`config.mk`:
```
export PLATFORM = sky130hd
export DESIGN_NAME = branch_ctrl
export DESIGN_NICKNAME = d
export VERILOG_FILES = /design/src/rtl/branch_ctrl.sv
export SDC_FILE = /design/constraint.sdc
export NUM_CORES = 1
export LEC_CHECK = 0
export CAP_MARGIN = 20
export CORE_MARGIN = 2
export CORE_UTILIZATION = 35
export DETAILED_ROUTE_END_ITERATION = 8
export PLACE_DENSITY_LB_ADDON = 0.25
export SETUP_SLACK_MARGIN = 0.15
export SYNTH_ARGS = -nofsm -noshare
export SYNTH_HDL_FRONTEND = slang
export SYNTH_SLANG_ARGS = --single-unit
```
`constraint.sdc`:
```
create_clock -name CLK -period 3.3 [get_ports CLK]
set_clock_uncertainty 0.05 [all_clocks]
set_input_delay 0.495 -clock CLK [delete_from_list [all_inputs] [get_ports CLK]]
set_output_delay 0.495 -clock CLK [all_outputs]
set_load 0.005 [all_outputs]
```
`src/rtl/branch_ctrl.sv`:
```
// Branch/halt sequencer paired with the program counter: tracks opcode vs. target
// word, holds halt, checks read_jump feedback, and keeps saturating branch statistics.
module branch_ctrl #(
  parameter int unsigned CNT_W  = 16,
  parameter int unsigned ADDR_W = 9
) (
  input  logic              CLK,
  input  logic              init_n,
  input  logic [ADDR_W-1:0] instr,
  input  logic              br_req,
  input  logic [1:0]        br_cond,
  input  logic              halt_req,
  input  logic              flag_z,
  input  logic              flag_n,
  input  logic              read_jump,
  output logic              branch_taken,
  output logic              branch_skip,
  output logic              jump_en,
  output logic [ADDR_W-1:0] jump_addr,
  output logic              halt,
  output logic              sync_err,
  output logic [CNT_W-1:0]  br_count,
  output logic [CNT_W-1:0]  taken_count
);

  typedef enum logic [1:0] {
    S_RUN    = 2'd0,
    S_TARGET = 2'd1,
    S_HALTED = 2'd2
  } state_t;

  state_t            r_state;
  state_t            w_next_state;
  logic              w_cond_true;
  logic              w_br_eval;
  logic              w_sync_bad;
  logic              r_sync_err;
  logic [CNT_W-1:0]  r_br_count;
  logic [CNT_W-1:0]  r_taken_count;

  always_comb begin
    w_cond_true = 1'b0;
    unique case (br_cond)
      2'b00:   w_cond_true = 1'b1;
      2'b01:   w_cond_true = flag_z;
      2'b10:   w_cond_true = ~flag_z;
      default: w_cond_true = flag_n;
    endcase
  end

  always_ff @(posedge CLK or negedge init_n) begin
    if (!init_n) begin
      r_state <= S_RUN;
    end else begin
      r_state <= w_next_state;
    end
  end

  // Outputs are gated by init_n so they read as idle RUN while reset is held.
  always_comb begin
    w_next_state = r_state;
    w_br_eval    = 1'b0;
    branch_taken = 1'b0;
    branch_skip  = 1'b0;
    jump_en      = 1'b0;
    jump_addr    = '0;
    halt         = 1'b0;
    if (init_n) begin
      unique case (r_state)
        S_RUN: begin
          if (halt_req) begin
            halt         = 1'b1;
            w_next_state = S_HALTED;
          end else if (br_req) begin
            w_br_eval = 1'b1;
            if (w_cond_true) begin
              branch_taken = 1'b1;
              w_next_state = S_TARGET;
            end else begin
              branch_skip = 1'b1;
            end
          end
        end
        S_TARGET: begin
          jump_en      = 1'b1;
          jump_addr    = instr;
          w_next_state = S_RUN;
        end
        S_HALTED: begin
          halt = 1'b1;
        end
        default: begin
          w_next_state = S_RUN;
        end
      endcase
    end
  end

  assign w_sync_bad = ((r_state == S_TARGET) && !read_jump) ||
                      ((r_state == S_RUN) && read_jump);

  always_ff @(posedge CLK or negedge init_n) begin
    if (!init_n) begin
      r_sync_err <= 1'b0;
    end else if (w_sync_bad) begin
      r_sync_err <= 1'b1;
    end
  end

  always_ff @(posedge CLK or negedge init_n) begin
    if (!init_n) begin
      r_br_count    <= '0;
      r_taken_count <= '0;
    end else if (w_br_eval) begin
      if (r_br_count != '1) begin
        r_br_count <= r_br_count + CNT_W'(1);
      end
      if (w_cond_true && (r_taken_count != '1)) begin
        r_taken_count <= r_taken_count + CNT_W'(1);
      end
    end
  end

  assign sync_err    = r_sync_err;
  assign br_count    = r_br_count;
  assign taken_count = r_taken_count;

endmodule
```
==> run metrics, run 1 <==
Synth cell types=30; P&R area growth vs syn=44.0%; CTS tree=done; #FFs+latches synth=35; Tot Pwr=0.887 mW; ys async rst share=1.00; post-synth top area cell=dfrtp_1; grt ovf=0; total CTS buffers=5; routed via count=1552; WP data required=2750 ps; Fin. Hold Viols=0; starting density of the core=0.363; global-route wire length before repair=7180 µm; initial antenna violation count=0; Post-Syn Instances=172; hold buffers post-CTS=0; Rel. slew slack=0.711; io pins=64; Max-cap violations=0; Util after Layout=0.523; r2r setup slk=1280 ps; routed wire length per instance=13.4 µm; vias in the first global route=1444; Setup Fix Bufs, Post-CTS=0; worst reg2reg path depth=4; Total Routing Usage GR=0.150; run status=finished clean; Initial DRT Pass Iterations=4; die height=76.8 µm; DRT iter0 DRCs=67; crit-path max FO=9; ys flop type=dfrtp_1; Synth warnings=0; Nets=265; RR Endpoint=br_count[12]; hpwl dp=3260 µm; Crit. End Element=output pin; number of fill cells=487; maximum clock rate=355 MHz; layout cell share with drive strength beyond 1=0.0935; top cells by area, synth=dfrtp_1 (47%), xor2_1 (12%), nor3_1 (4.3%); Pins Over Slew Limit=0; Mapped Avg Cell Area=10.8 µm²; LEAKAGE=1.19 nW; WL final=4230 µm; DIE AREA=5900 µm²; largest net degree at the start of global routing=24; antenna-violating nets left=0; Via density=4.91; clock sink count=35; clk buf depth=2; cts repair resizes=0; final setup TNS=0 ps; clock latency on the worst-skew pair=280 ps; Post-synth EDFFs=0; VDD IR-drop max=0.229 mV; period utilization=0.852; RR Startpoint=r_state[0]; kind of critical path=primary input to output pin; Die Wd=76.8 µm; Inserted Diodes=0; Rows=26; H-tree levels=2; Root Buffer=clkbuf_8; CP arrival=2270 ps; GP Congestion=0.837; DRC Markers=0; clock-pin transition on the worst setup and hold timing paths=70 ps; Core Region=5110 µm²; crit start category=primary input; number of port buffers=63; pwr dens=332 nW/µm²; endpoints failing setup=0; Hold WC Path Type=primary input to asynchronous set/reset pin; Yosys top cell area share=0.472; RSZ-0062 raised after global routing=false; Least-Margin Pin Slew=431 ps; Synthesized Nets=192; sequential cell area fraction in the yosys report=0.472; Netlist Area Pre-Place=1860 µm²; Final min period=2810 ps
cell usage in the layout (no fill, tap or decap), types with 2 or more instances in the layout:
| cell | Yosys | final |
|---|---|---|
| nor2_1 | 6 | 6 |
| and2_1 | 9 | 9 |
| nand4_1 | 12 | 12 |
| nand3_1 | 8 | 8 |
| nor3_1 | 16 | 16 |
| nand2_1 | 9 | 9 |
| a21oi_1 | 2 | 2 |
| clkbuf_1 | 0 | 2 |
| xor2_1 | 26 | 26 |
| clkdlybuf4s50_1 | 0 | 62 |
| mux2_2 | 3 | 3 |
| dfrtp_1 | 35 | 35 |
| and3_1 | 5 | 5 |
| or2_2 | 2 | 2 |
| buf_4 | 0 | 5 |
| inv_1 | 5 | 5 |
| xnor2_1 | 4 | 4 |
| ha_1 | 2 | 2 |
| nor4_4 | 3 | 3 |
| and4_1 | 3 | 3 |
| nor4_1 | 8 | 8 |
| nor3b_1 | 3 | 3 |
| clkbuf_8 | 0 | 5 |
how the worst max path moves through the flow:
| stage | start | to | slack (ps) |
|---|---|---|---|
| global route | halt_req | branch_skip | 380 |
| CTS | halt_req | branch_skip | 460 |
| finish | halt_req | branch_skip | 490 |
| detailed placement | halt_req | branch_skip | 470 |
| floorplan | r_state[0] | br_count[12] | 1470 |
| global placement | halt_req | branch_skip | 510 |
cell usage after synthesis, types with 2 or more instances:
cell type / instances
nand4_1: 12
nor3b_1: 3
mux2_2: 3
xnor2_1: 4
nor2_1: 6
and2_1: 9
nor4_1: 8
nor3_1: 16
nor4_4: 3
and4_1: 3
nand3_1: 8
dfrtp_1: 35
inv_1: 5
and3_1: 5
xor2_1: 26
nand2_1: 9
ha_1: 2
a21oi_1: 2
or2_2: 2
worst max-delay path: stages:
cell and delay (ps):
clkdlybuf4s50_1 490, nor4b_4 390, nand2_2 200, nor3_1 160, clkdlybuf4s50_1 530
layer usage:
metal / vias up / share of wire / GRT usage
met3: 2 / 0.053 / 0.0435
li1: 768 / - / -
met4: 0 / 0.0080 / 0.0436
met1: 739 / 0.49 / 0.207
met5: - / 0 / 0
met2: 43 / 0.45 / 0.226
area by class of cell:
class                   instances  area [µm²]  area share
inverters                       5        18.8     0.00703
flip-flops and latches         35         876       0.328
well taps                      70        87.6      0.0328
clock inverters                 1        5.00     0.00187
clock buffers                   7        76.3      0.0286
repair buffers                 68         663       0.248
multi-input cells             130         945       0.354
through the flow:
step / instance area [µm²] / setup slack, ps / instances / hold slack [ps]
6_report: 2670 / 487 / 316 / 154
5_1_grt: 2670 / 376 / 316 / 167
4_1_cts: 2670 / 461 / 316 / 149
3_5_place_dp: 2590 / 472 / 308 / 420
3_3_place_gp: 2590 / 513 / 308 / 410
2_1_floorplan: 1860 / 1470 / 172 / 149
state kept, by name, summed over array words and instances, names as in the netlist:
| register | count |
|---|---|
| taken_count | 16 |
| sync_err | 1 |
| br_count | 16 |
| r_state | 2 |
report_power, final:
group / total (mW) / leakage, nW / internal [mW] / switching, mW
Sequential: 0.482 / 0.460 / 0.451 / 0.0312
Combinational: 0.110 / 0.689 / 0.0734 / 0.0370
Clock: 0.294 / 0.0422 / 0.148 / 0.146
Total: 0.887 / 1.19 / 0.673 / 0.214
cells by family (layout without fill, tap and decap cells):
logic type | Yosys count | in the layout | share of synthesized area
XOR/XNOR | 30 | 30 | 0.142
flip-flops | 35 | 35 | 0.472
AO/OA/AOI/OAI | 6 | 6 | 0.0290
adder cells (fa/ha/maj) | 2 | 2 | 0.0135
AND/OR/NAND/NOR | 88 | 88 | 0.301
buffers and inverters | 7 | 81 | 0.0189
multiplexers | 4 | 4 | 0.0236
No activity file was read; power rests on OpenSTA's default activity.
==> run 2, diff against run 1 <==
--- a/config.mk
+++ b/config.mk
@@ -6,7 +6,7 @@
 export NUM_CORES = 1
 export LEC_CHECK = 0
 export CAP_MARGIN = 20
-export CORE_MARGIN = 2
+export CORE_MARGIN = 5
 export CORE_UTILIZATION = 35
 export DETAILED_ROUTE_END_ITERATION = 8
 export PLACE_DENSITY_LB_ADDON = 0.25
==> run 2 against run 1 <==
Sequential share of layout area shrank 0.26 points. Register-to-register slack is essentially flat. Maximum frequency shrank 1.6%. Total power grew 5.5%.
==> run metrics, run 2 (synthesized netlist as in run 1, its figures left out) <==
run status=finished clean; initial antenna violation count=0; Nets=265; clk buf depth=2; layout cell share with drive strength beyond 1=0.0935; io pins=64; crit start category=primary input; crit-path max FO=17; slowest CP cell=clkdlybuf4s50_1; delay-heaviest family, CP=buffers and inverters; Total Routing Usage GR=0.135; P&R area growth vs syn=45.1%; Inserted Diodes=0; kind of critical path=primary input to output pin; Core Region=5140 µm²; clock sink count=35; hold buffers post-CTS=1; Tot Pwr=0.936 mW; Crit. End Element=output pin; routed via count=1587; antenna-violating nets left=0; Final min period=2860 ps; combinational power share=0.118; clock latency on the worst-skew pair=280 ps; cts repair resizes=0; hpwl dp=3420 µm; starting density of the core=0.361; commonest non-fill, non-tap cell in the layout=clkdlybuf4s50_1; total CTS buffers=5; RR Startpoint=r_state[0]; Critical Path Max Stage Delay=510 ps; clock power share=0.366; Via density=5.02; final setup TNS=0 ps; Least-Margin Pin Slew=554 ps; DRT iter0 DRCs=91; worst reg2reg path depth=4; number of port buffers=63; Fin. Hold Viols=0; maximum clock rate=350 MHz; LEAKAGE=1.20 nW; Root Buffer=clkbuf_8; Rows=26; period utilization=0.866; Die Wd=82.8 µm; largest net degree at the start of global routing=26; sequential group share of total power=0.515; pre-CTS setup slack=450 ps; WP data required=2750 ps; grt ovf=0; DIE AREA=6860 µm²; final setup margin=442 ps; routed wire length per instance=14.1 µm; DRC Markers=0; worst path cell trace=clkdlybuf4s50_1 -> nor4b_4 -> o211ai_4 -> inv_1 -> clkdlybuf4s50_1; Hold WC Path Type=primary input to asynchronous set/reset pin; r2r setup slk=1270 ps; Critical path buffers and inverters=3; global-route wire length before repair=7710 µm; Pint=0.716 mW; vias in the first global route=1569; Initial DRT Pass Iterations=4; H-tree levels=2; CP dominant cell by count=clkdlybuf4s50_1; WL final=4470 µm; area taken by multi-input logic gates=945 µm²; pwr dens=347 nW/µm²; RSZ-0062 raised after global routing=false; most frequent cells in the layout=clkdlybuf4s50_1 (62), dfrtp_1 (35), xor2_1 (26), nor3_1 (16), nand4_1 (12); Net Sw Frac=0.235; Max-cap violations=0; RR Endpoint=br_count[12]; CP arrival=2310 ps; Layout Cell Area excl Fill=2690 µm²; Setup Fix Bufs, Post-CTS=0; CTS tree=done; VDD IR-drop max=0.208 mV; GP Congestion=0.803; Min Hold Slack=129 ps; switching power=0.220 mW; number of fill cells=499; Rel. slew slack=0.629; endpoints failing setup=0; die height=82.8 µm; dpl cell area=2580 µm²; clock-pin transition on the worst setup and hold timing paths=70 ps; FF/Latch Area=876 µm²; Pins Over Slew Limit=0
-- run 2: worst max path at each step --
stage / startpoint / to / cells past startpoint
2_1_floorplan: r_state[0] / br_count[12] / 4
3_3_place_gp: halt_req / branch_taken / 5
3_5_place_dp: halt_req / branch_taken / 5
4_1_cts: halt_req / branch_taken / 5
5_1_grt: halt_req / branch_taken / 5
6_report: halt_req / branch_taken / 5
-- run 2: power groups by stage --
| stage | clock [mW] | sequential [mW] | combinational, mW |
|---|---|---|---|
| final | 0.343 | 0.482 | 0.111 |
| after global routing | 0.369 | 0.487 | 0.122 |
| after CTS | 0.350 | 0.482 | 0.114 |
| after detailed placement | 0 | 0.490 | 0.112 |
| after global placement | 0 | 0.490 | 0.111 |
| after floorplan | 0 | 0.487 | 0.0256 |
-- run 2: worst register-to-register path: cells and delay by family (launching register included) --
kind	cells	cell delay, ps
and+or+nand+nor	3	1040
DFF	1	460
muxes	1	370
-- run 2: per-stage QoR --
step,utilization,instances
CTS,0.524,316
floorplan,-,172
detailed placement,0.502,307
finish,0.524,316
global placement,0.502,307
global route,0.524,316
-- run 2: layout make-up --
type	instances	area share
multi-input combinational	130	0.351
sequential	35	0.325
timing repair buffer	68	0.247
clock buffer	8	0.0372
tap	70	0.0325
inverter	5	0.00697
-- run 2: layer usage --
metal,routed length (µm),up-vias,part of all wire,track usage
li1,-,769,-,-
met1,2230,771,0.50,0.184
met2,1980,42,0.44,0.207
met3,189,5,0.042,0.0307
met4,65,0,0.015,0.0565
met5,0,-,0,0
